File: config.mk
export PLATFORM = sky130hd
export DESIGN_NAME = multiplier
export DESIGN_NICKNAME = d
export VERILOG_FILES = /design/src/rtl/multiplier_pkg.sv /design/src/rtl/multiplier_fp_classify.sv /design/src/rtl/multiplier.sv
export SDC_FILE = /design/constraint.sdc
export NUM_CORES = 2
export LEC_CHECK = 0
export ABC_AREA = 1
export BUFFER_PORTS_ARGS = -buffer_cell sky130_fd_sc_hd__buf_2
export CAP_MARGIN = 5
export CELL_PAD_IN_SITES_DETAIL_PLACEMENT = 1
export CELL_PAD_IN_SITES_GLOBAL_PLACEMENT = 2
export CORE_ASPECT_RATIO = 1.1
export CORE_MARGIN = 2
export CORE_UTILIZATION = 39
export DETAILED_ROUTE_END_ITERATION = 6
export GPL_TIMING_DRIVEN = 0
export PLACE_DENSITY = 0.8
export RECOVER_POWER = 25
export SYNTH_ARGS = -nofsm -noshare
export SYNTH_HDL_FRONTEND = slang
export SYNTH_SLANG_ARGS = --single-unit
File: constraint.sdc
create_clock -name clk -period 8.1 [get_ports clk]
set_clock_uncertainty 0.2 [all_clocks]
set_input_delay 1.62 -clock clk [delete_from_list [all_inputs] [get_ports clk]]
set_output_delay 1.62 -clock clk [all_outputs]
set_load 0.01 [all_outputs]
File: src/rtl/multiplier_pkg.sv
// Shared field widths, constants and FSM encoding for the single-precision
// floating-point multiplier and its operand classifier.
package multiplier_pkg;

  localparam int SIGN_W     = 1;
  localparam int EXP_W      = 8;
  localparam int FRAC_W     = 23;
  localparam int WORD_W     = SIGN_W + EXP_W + FRAC_W;
  localparam int SIG_W      = FRAC_W + 1;
  localparam int PROD_W     = 2 * SIG_W;
  localparam int EXP_CALC_W = EXP_W + 2;
  localparam int BIAS       = 127;

  localparam logic [WORD_W-1:0] QNAN     = 32'h7FC0_0000;
  localparam logic [EXP_W-1:0]  EXP_ONES = 8'hFF;

  typedef enum logic [2:0] {
    IDLE = 3'd0,
    MUL  = 3'd1,
    NORM = 3'd2,
    RND  = 3'd3,
    DONE = 3'd4
  } state_t;

endpackage

File: src/rtl/multiplier_fp_classify.sv
// Decodes one single-precision operand into its class flags and fields.
// Zero and subnormal encodings are both reported as zero, significand cleared.
module fp_classify
  import multiplier_pkg::*;
(
  input  logic [WORD_W-1:0] operand,
  output logic              is_zero,
  output logic              is_inf,
  output logic              is_nan,
  output logic              sign,
  output logic [EXP_W-1:0]  exponent,
  output logic [SIG_W-1:0]  significand
);

  logic [FRAC_W-1:0] frac;

  always_comb begin
    sign        = operand[WORD_W-1];
    exponent    = operand[WORD_W-2 -: EXP_W];
    frac        = operand[FRAC_W-1:0];
    is_zero     = (exponent == '0);
    is_inf      = (exponent == EXP_ONES) && (frac == '0);
    is_nan      = (exponent == EXP_ONES) && (frac != '0);
    significand = is_zero ? '0 : {1'b1, frac};
  end

endmodule

File: src/rtl/multiplier.sv
// Multi-cycle IEEE-754 single-precision multiplier: IDLE -> MUL -> NORM -> RND
// -> DONE, one result every five cycles, round-to-nearest-even, flush-to-zero.
module multiplier
  import multiplier_pkg::*;
(
  input  logic              clk,
  input  logic              reset,
  input  logic [WORD_W-1:0] A,
  input  logic [WORD_W-1:0] B,
  input  logic              En,
  output logic [WORD_W-1:0] Result,
  output logic              Ready,
  output logic              NaN
);

  localparam logic signed [EXP_CALC_W-1:0] BIAS_S    = EXP_CALC_W'(BIAS);
  localparam logic signed [EXP_CALC_W-1:0] ONE_S     = EXP_CALC_W'(1);
  localparam logic signed [EXP_CALC_W-1:0] ZERO_S    = '0;
  localparam logic signed [EXP_CALC_W-1:0] EXP_OVF_S = EXP_CALC_W'(EXP_ONES);

  state_t state, state_next;
  logic   load_ops;

  logic [WORD_W-1:0] op_a, op_b;

  logic             a_zero, a_inf, a_nan, a_sign;
  logic             b_zero, b_inf, b_nan, b_sign;
  logic [EXP_W-1:0] a_exp, b_exp;
  logic [SIG_W-1:0] a_sig, b_sig;

  logic                         spec_nan, spec_inf, spec_zero, sign_q;
  logic [PROD_W-1:0]            prod_q;
  logic signed [EXP_CALC_W-1:0] exp_mul_q;

  logic [SIG_W-1:0]             mant_q;
  logic                         guard_q, round_q, sticky_q;
  logic signed [EXP_CALC_W-1:0] exp_norm_q;

  logic [SIG_W-1:0]             mant_n;
  logic                         guard_n, round_n, sticky_n;
  logic signed [EXP_CALC_W-1:0] exp_norm_n;

  logic                         round_up;
  logic [SIG_W:0]               mant_rounded;
  logic [FRAC_W-1:0]            frac_final;
  logic signed [EXP_CALC_W-1:0] exp_final;
  logic [WORD_W-1:0]            result_n;
  logic                         nan_n;

  fp_classify u_class_a (
    .operand    (op_a),
    .is_zero    (a_zero),
    .is_inf     (a_inf),
    .is_nan     (a_nan),
    .sign       (a_sign),
    .exponent   (a_exp),
    .significand(a_sig)
  );

  fp_classify u_class_b (
    .operand    (op_b),
    .is_zero    (b_zero),
    .is_inf     (b_inf),
    .is_nan     (b_nan),
    .sign       (b_sign),
    .exponent   (b_exp),
    .significand(b_sig)
  );

  always_ff @(posedge clk or negedge reset) begin
    if (!reset) state <= IDLE;
    else        state <= state_next;
  end

  always_comb begin
    state_next = state;
    unique case (state)
      IDLE:    if (En) state_next = MUL;
      MUL:     state_next = NORM;
      NORM:    state_next = RND;
      RND:     state_next = DONE;
      DONE:    state_next = IDLE;
      default: state_next = IDLE;
    endcase
  end

  always_comb begin
    load_ops = (state == IDLE) && En;
    Ready    = (state == DONE);
  end

  always_ff @(posedge clk or negedge reset) begin
    if (!reset) begin
      op_a <= '0;
      op_b <= '0;
    end else if (load_ops) begin
      op_a <= A;
      op_b <= B;
    end
  end

  // Special-case classes are resolved here and carried alongside the datapath
  // so every operand class takes the same number of cycles.
  always_ff @(posedge clk or negedge reset) begin
    if (!reset) begin
      spec_nan  <= 1'b0;
      spec_inf  <= 1'b0;
      spec_zero <= 1'b0;
      sign_q    <= 1'b0;
      prod_q    <= '0;
      exp_mul_q <= '0;
    end else if (state == MUL) begin
      spec_nan  <= a_nan || b_nan || (a_inf && b_zero) || (b_inf && a_zero);
      spec_inf  <= a_inf || b_inf;
      spec_zero <= a_zero || b_zero;
      sign_q    <= a_sign ^ b_sign;
      prod_q    <= PROD_W'(a_sig) * PROD_W'(b_sig);
      exp_mul_q <= $signed(EXP_CALC_W'(a_exp)) + $signed(EXP_CALC_W'(b_exp)) - BIAS_S;
    end
  end

  always_comb begin
    if (prod_q[PROD_W-1]) begin
      mant_n     = prod_q[PROD_W-1 -: SIG_W];
      guard_n    = prod_q[PROD_W-SIG_W-1];
      round_n    = prod_q[PROD_W-SIG_W-2];
      sticky_n   = |prod_q[PROD_W-SIG_W-3:0];
      exp_norm_n = exp_mul_q + ONE_S;
    end else begin
      mant_n     = prod_q[PROD_W-2 -: SIG_W];
      guard_n    = prod_q[PROD_W-SIG_W-2];
      round_n    = prod_q[PROD_W-SIG_W-3];
      sticky_n   = |prod_q[PROD_W-SIG_W-4:0];
      exp_norm_n = exp_mul_q;
    end
  end

  always_ff @(posedge clk or negedge reset) begin
    if (!reset) begin
      mant_q     <= '0;
      guard_q    <= 1'b0;
      round_q    <= 1'b0;
      sticky_q   <= 1'b0;
      exp_norm_q <= '0;
    end else if (state == NORM) begin
      mant_q     <= mant_n;
      guard_q    <= guard_n;
      round_q    <= round_n;
      sticky_q   <= sticky_n;
      exp_norm_q <= exp_norm_n;
    end
  end

  // A round-up that carries out of the mantissa leaves 1.000..0, so dropping
  // the low bit and bumping the exponent renormalises it.
  always_comb begin
    round_up     = guard_q && (round_q || sticky_q || mant_q[0]);
    mant_rounded = {1'b0, mant_q} + (SIG_W+1)'(round_up);
    if (mant_rounded[SIG_W]) begin
      frac_final = mant_rounded[FRAC_W:1];
      exp_final  = exp_norm_q + ONE_S;
    end else begin
      frac_final = mant_rounded[FRAC_W-1:0];
      exp_final  = exp_norm_q;
    end

    nan_n = 1'b0;
    if (spec_nan) begin
      result_n = QNAN;
      nan_n    = 1'b1;
    end else if (spec_inf) begin
      result_n = {sign_q, EXP_ONES, {FRAC_W{1'b0}}};
    end else if (spec_zero) begin
      result_n = {sign_q, {(WORD_W-1){1'b0}}};
    end else if (exp_final >= EXP_OVF_S) begin
      result_n = {sign_q, EXP_ONES, {FRAC_W{1'b0}}};
    end else if (exp_final <= ZERO_S) begin
      result_n = {sign_q, {(WORD_W-1){1'b0}}};
    end else begin
      result_n = {sign_q, exp_final[EXP_W-1:0], frac_final};
    end
  end

  always_ff @(posedge clk or negedge reset) begin
    if (!reset) begin
      Result <= '0;
      NaN    <= 1'b0;
    end else if (state == RND) begin
      Result <= result_n;
      NaN    <= nan_n;
    end
  end

endmodule

Word-level counts from Yosys, hierarchy flattened
Cells that the tools add are included.
{ "totals": {"inputBits": 67, "output_inout_bits": 34, "ff_bits": 199, "wordCells": 73} }
{ "classes": {"magnitude_cmp": 2, "n_eq_ne": 7, "bitwise_logic": 1, "muxes": 17, "reduce_logical": 24, "n_addsub": 5, "multipliers": 1} }
{ "op_table": {"columns": ["op", "count"], "rows": [
  ["2-to-1 mux 31 bit", 4],
  ["2-to-1 mux 24 bit", 3],
  ["multiplier 24 x 24 -> 48 bit", 1],
  ["zero test 23 bit", 2],
  ["nonzero test 23 bit", 2],
  ["2-to-1 mux 32 bit", 1],
  ["adder 24 x 1 -> 25 bit", 1],
  ["2-to-1 mux 23 bit", 1],
  ["OR reduction 22 bit", 1],
  ["OR reduction 21 bit", 1],
  ["adder 10 x 2 -> 10 bit, second input constant", 2],
  ["2-to-1 mux 10 bit", 2],
  ["equality test 8 bit, second input constant", 2],
  ["zero test 8 bit", 2],
  ["one-hot mux 3 bit (4 select lines)", 1],
  [">= comparator 10 x 9 -> 1 bit, second input constant", 1],
  ["<= comparator 10 x 1 -> 1 bit, second input constant", 1],
  ["subtractor 9 x 7 -> 10 bit, second input constant", 1],
  ["adder 8 x 8 -> 9 bit", 1],
  ["logical AND 1 bit", 8],
  ["logical OR 1 bit", 7],
  ["equality test 3 x 2 -> 1 bit, second input constant", 2],
  ["2-to-1 mux 1 bit", 4],
  ["equality test 3 x 1 -> 1 bit, second input constant", 1],
  ["5 further kinds", 5]
]} }

Longest topological paths before layout
{ "depth": {"ltp_word": 11, "depth_mapped": 37, "ltp_nobuf": 35} }

By module
From an unflattened synthesis, not the netlist that was laid out.
{ "unflattened": {"hier_cells": 3907, "hier_area_um2": 30163.9} }
{ "by_module_without_submodules": {"columns": ["mod", "seq_area_each_um2", "area_each_um2", "instances", "cells_per_inst"], "rows": [
  ["multiplier", 4979.8, 29308.1, 1, 3721],
  ["fp_classify", 0.0, 427.9, 2, 93]
]} }

Least setup slack after synthesis
No wires, ideal clock.
{ "synth_timing": {"path_type": "register -> register", "start": "register op_a[25]", "end": "register prod_q[24]", "stages_incl_launch_ff": 33, "t_arrival_ns": 7.140, "t_required_ns": 7.770, "setup_time_ns": 0.130, "slack_ns": 0.630, "n_path_buf": 3, "period_less_slack_ns": 7.470, "cell_sequence": "dfrtp_1 > or4_1 > nor2_1 > clkbuf_1 > buf_2 > nor2_1 > inv_1 > buf_2 > nor2_1 > fa_1 > fa_1 > inv_1 > fa_1 > inv_1 > fa_1 > inv_1 > fa_1 > inv_1 > fa_1 > inv_1 > fa_1 > inv_1 > ha_1 > nand2_1 > nor2_1 > inv_1 > nor2_1 > inv_1 > nor4_1 > a21oi_1 > or2_2 > nand3_1 > o21ai_0"} }
{ "synth_between": {"elab_chain_len": 3} }
{ "synth_rtl": {"columns": ["item", "line_no", "text"], "rows": [
  ["start, declared", "multiplier.sv:24", "logic [WORD_W-1:0] op_a, op_b;"],
  ["start signal, assigned", "multiplier.sv:94", "op_a <= '0;"],
  ["start signal, assigned", "multiplier.sv:97", "op_a <= A;"],
  ["zero test 8 bit", "multiplier_fp_classify.sv:21", "is_zero = (exponent == '0);"],
  ["2-to-1 mux 24 bit", "multiplier_fp_classify.sv:24", "significand = is_zero ? '0 : {1'b1, frac};"],
  ["multiplier 24 x 24 -> 48 bit", "multiplier.sv:117", "prod_q <= PROD_W'(a_sig) * PROD_W'(b_sig);"],
  ["end signal, assigned", "multiplier.sv:117", null],
  ["end, declared", "multiplier.sv:32", "logic [PROD_W-1:0] prod_q;"]
]} }
Every way passes these cells.
A chain may end at the register's enable or synchronous reset.

Worst setup path in the final report
{ "layout_timing": {"start": "register op_a[25]", "end": "register prod_q[22]"} }
The elaborated chain is that of the path after synthesis.

==> flow_metrics.env <==
export IMPL_status="complete, but fails checks"
export IMPL_failed_checks="max-capacitance violations, max-slew violations"
export IMPL_rows=104
export IMPL_whs_path_depth=2
export IMPL_clock_latency_ns=0.52
export IMPL_placed_cells=4709
export IMPL_rsz0062_at_grt="true"
export IMPL_cp_max_fo=10
export IMPL_antenna_found_initial=3
export IMPL_path_clk_slew_ns=0.08
export IMPL_htree_levels=4
export IMPL_grt_max_degree=110
export IMPL_ys_seq_elements=199
export IMPL_worst_path_buf_inv=10
export IMPL_die_w_um=263
export IMPL_ys_seq_area_share_pct=17.2
export IMPL_avgRoutedWirePerCell_um=25.5
export IMPL_drv_slew=92
export IMPL_ios=101
export IMPL_final_instance_count_excl_fill=4798
export IMPL_dieArea_um2=76200
export IMPL_drt_initial_drc_count=1665
export IMPL_worstMarginPinSlew_ns=5.31
export IMPL_post_route_drc_count=0
export IMPL_holdWs_ns=0.279
export IMPL_setup_viol=0
export IMPL_antenna_cells=0
export IMPL_min_period_over_period_pct=98.5
export IMPL_final_hold_viol_count=0
export IMPL_yosysMostFrequentCell="inv_1"
export IMPL_ctsHoldBuffers=0
export IMPL_crit_cells=30
export IMPL_fin_crit_ns=7.98
export IMPL_yosysWarnings=0
export IMPL_slowest_stage="fa_1"
export IMPL_areaGrowthSynthToFinish_pct=14.8
export IMPL_cap_violations=1
export IMPL_arrival_ns=8.19
export IMPL_synth_edff_count=0
export IMPL_ys_types=47
export IMPL_synth_area_leaders="fa_1, dfrtp_1, inv_1"
export IMPL_drive_above_1_share_pct=13.4
export IMPL_drt_first_pass_iters=5
export IMPL_synthFlopType="dfrtp_1"
export IMPL_die_y_um=289
export IMPL_grt_overflow_total=0
export IMPL_gp_congestion=0.991
export IMPL_max_clock_freq_mhz=125
export IMPL_worstSetupEndpointType="register"
export IMPL_async_reset_ff_share_pct=100
export IMPL_drt_total_wl_mm=122
export IMPL_synth_nets=4394
export IMPL_reg2reg_depth=30
export IMPL_io_buffers=100
export IMPL_synth_cells_most_frequent="inv_1, nand2_1, nor2_1, fa_1, dfrtp_1"
export IMPL_maxSlewHeadroom_pct=-254
export IMPL_grt_pass1_wl_mm=177
export IMPL_yosys_area_top_type="fa_1"
export IMPL_nFillCells=8954
export IMPL_layout_nets=4573
export IMPL_required_ns=8.31
export IMPL_hold_class="reg2reg"
export IMPL_cts_tree="built"
export IMPL_syn_inst=3652
export IMPL_tns_ns=0
export IMPL_cts_sinks=199
export IMPL_synth_top_area_share_pct=33.5
export IMPL_synth_area_um2=28900
export IMPL_grt_pass1_vias=27300
export IMPL_cts_buffers=17
export IMPL_grtUsageTotal_pct=32.5
export IMPL_synth_area_per_cell_um2=7.91
export IMPL_cp_top_family="adder cells"
export IMPL_viasPerCell=5.28
export IMPL_core_area_um2=73300
export IMPL_critPathMaxStageDelay_ns=0.59
export IMPL_crit_top_cell="fa_1"
export IMPL_cts_buffer_depth=2
export IMPL_initial_core_util_pct=39.4
export IMPL_critPathKind="reg2reg"
export IMPL_dp_hpwl_mm=102
export IMPL_vias=25300
export IMPL_start_kind="register"
export IMPL_antenna_left=0
export IMPL_root_buffer="clkbuf_16"
-- worst paths after layout --
path	from	end	slack, ns
setup reg to reg	op_a[25]	prod_q[22]	0.12
max in group asynchronous	reset	op_a[5]	1.87
hold / removal	Result[7]	Result[7]	0.28
hold reg to reg	Result[7]	Result[7]	0.28
min in group asynchronous	reset	Result[12]	2.82
setup / recovery	op_a[25]	prod_q[22]	0.12
-- worst min-delay path, stage by stage (launching register included) --
cell	delay (ns)
dfrtp_1	0.34
nand2_1	0.05
nand2_1	0.05
-- through the flow --
step	setup slack, ns	util, %	instance area [um^2]
after floorplan	0.630	-	28900
after global placement	-2.88	41.7	30600
after detailed placement	-3.16	41.8	30600
after CTS	0.00780	44.1	32300
after global routing	-0.0655	45.2	33100
final	0.120	45.2	33100
-- repair_timing --
action	in CTS	in global routing
pin swaps	12	48
setup endpoints to repair	38	30
gates resized for setup	269	211
setup buffers	32	26
-- per-layer routing --
metal | GRT usage [%] | part of all wire [%]
met5 | 0 | 0.049
met4 | 18.8 | 6.6
met3 | 4.96 | 6.1
met2 | 57.6 | 49
met1 | 37.5 | 38
-- sequential cells by signal, indices dropped and copies added, names as in the netlist, 3 cells and up --
register	count
op_a	32
exp_mul_q	10
prod_q	48
state	3
mant_q	24
exp_norm_q	10
Result	32
op_b	32
-- layout make-up --
class	count	area [um^2]	share of cell area, %
buffer	111	918	2.77
clock inverter	14	155	0.468
clock buffer	18	429	1.30
multi-input combinational	2518	21200	64.1
timing repair buffer	161	1060	3.19
sequential	199	4980	15.0
tap	954	1190	3.60
inverter	823	3180	9.59
-- cell usage in the layout (no fill, tap or decap), types with 10 or more instances in the layout --
cell,count
nor3_1,22
nor2_2,41
nand2_1,673
or2_2,12
clkbuf_2,11
nand4_1,54
xnor2_1,19
buf_12,15
nand3_1,90
buf_4,53
clkinv_4,12
o211ai_1,17
mux2_2,15
nor2_1,479
o21ai_0,106
o21ai_1,17
xor2_1,32
clkbuf_1,44
buf_2,105
fa_1,465
clkbuf_4,14
nor2_4,30
o21ai_2,10
a21oi_2,16
nand3_2,10
a31oi_1,20
ha_4,12
clkbuf_16,21
a21oi_1,97
dfrtp_1,199
fa_2,18
o21bai_1,10
inv_1,771
inv_2,30
ha_1,177
nand2_2,19
-- logic make-up (layout without fill, tap and decap cells) --
kind of cell             count (synthesis)  after routing  synth area share [%]
AND/OR/NAND/NOR                       1463           1463                  20.6
buffers and inverters                  935           1127                  12.3
adder cells (fa/ha/maj)                675            675                  41.8
AO/OA/AOI/OAI                          314            314                  5.94
flip-flops                             199            199                  17.2
XOR/XNOR                                51             51                  1.55
multiplexers                            15             15                 0.585
Power is not shown: default switching activity piles up to over one toggle a cycle in this logic, so the estimate is an artifact.
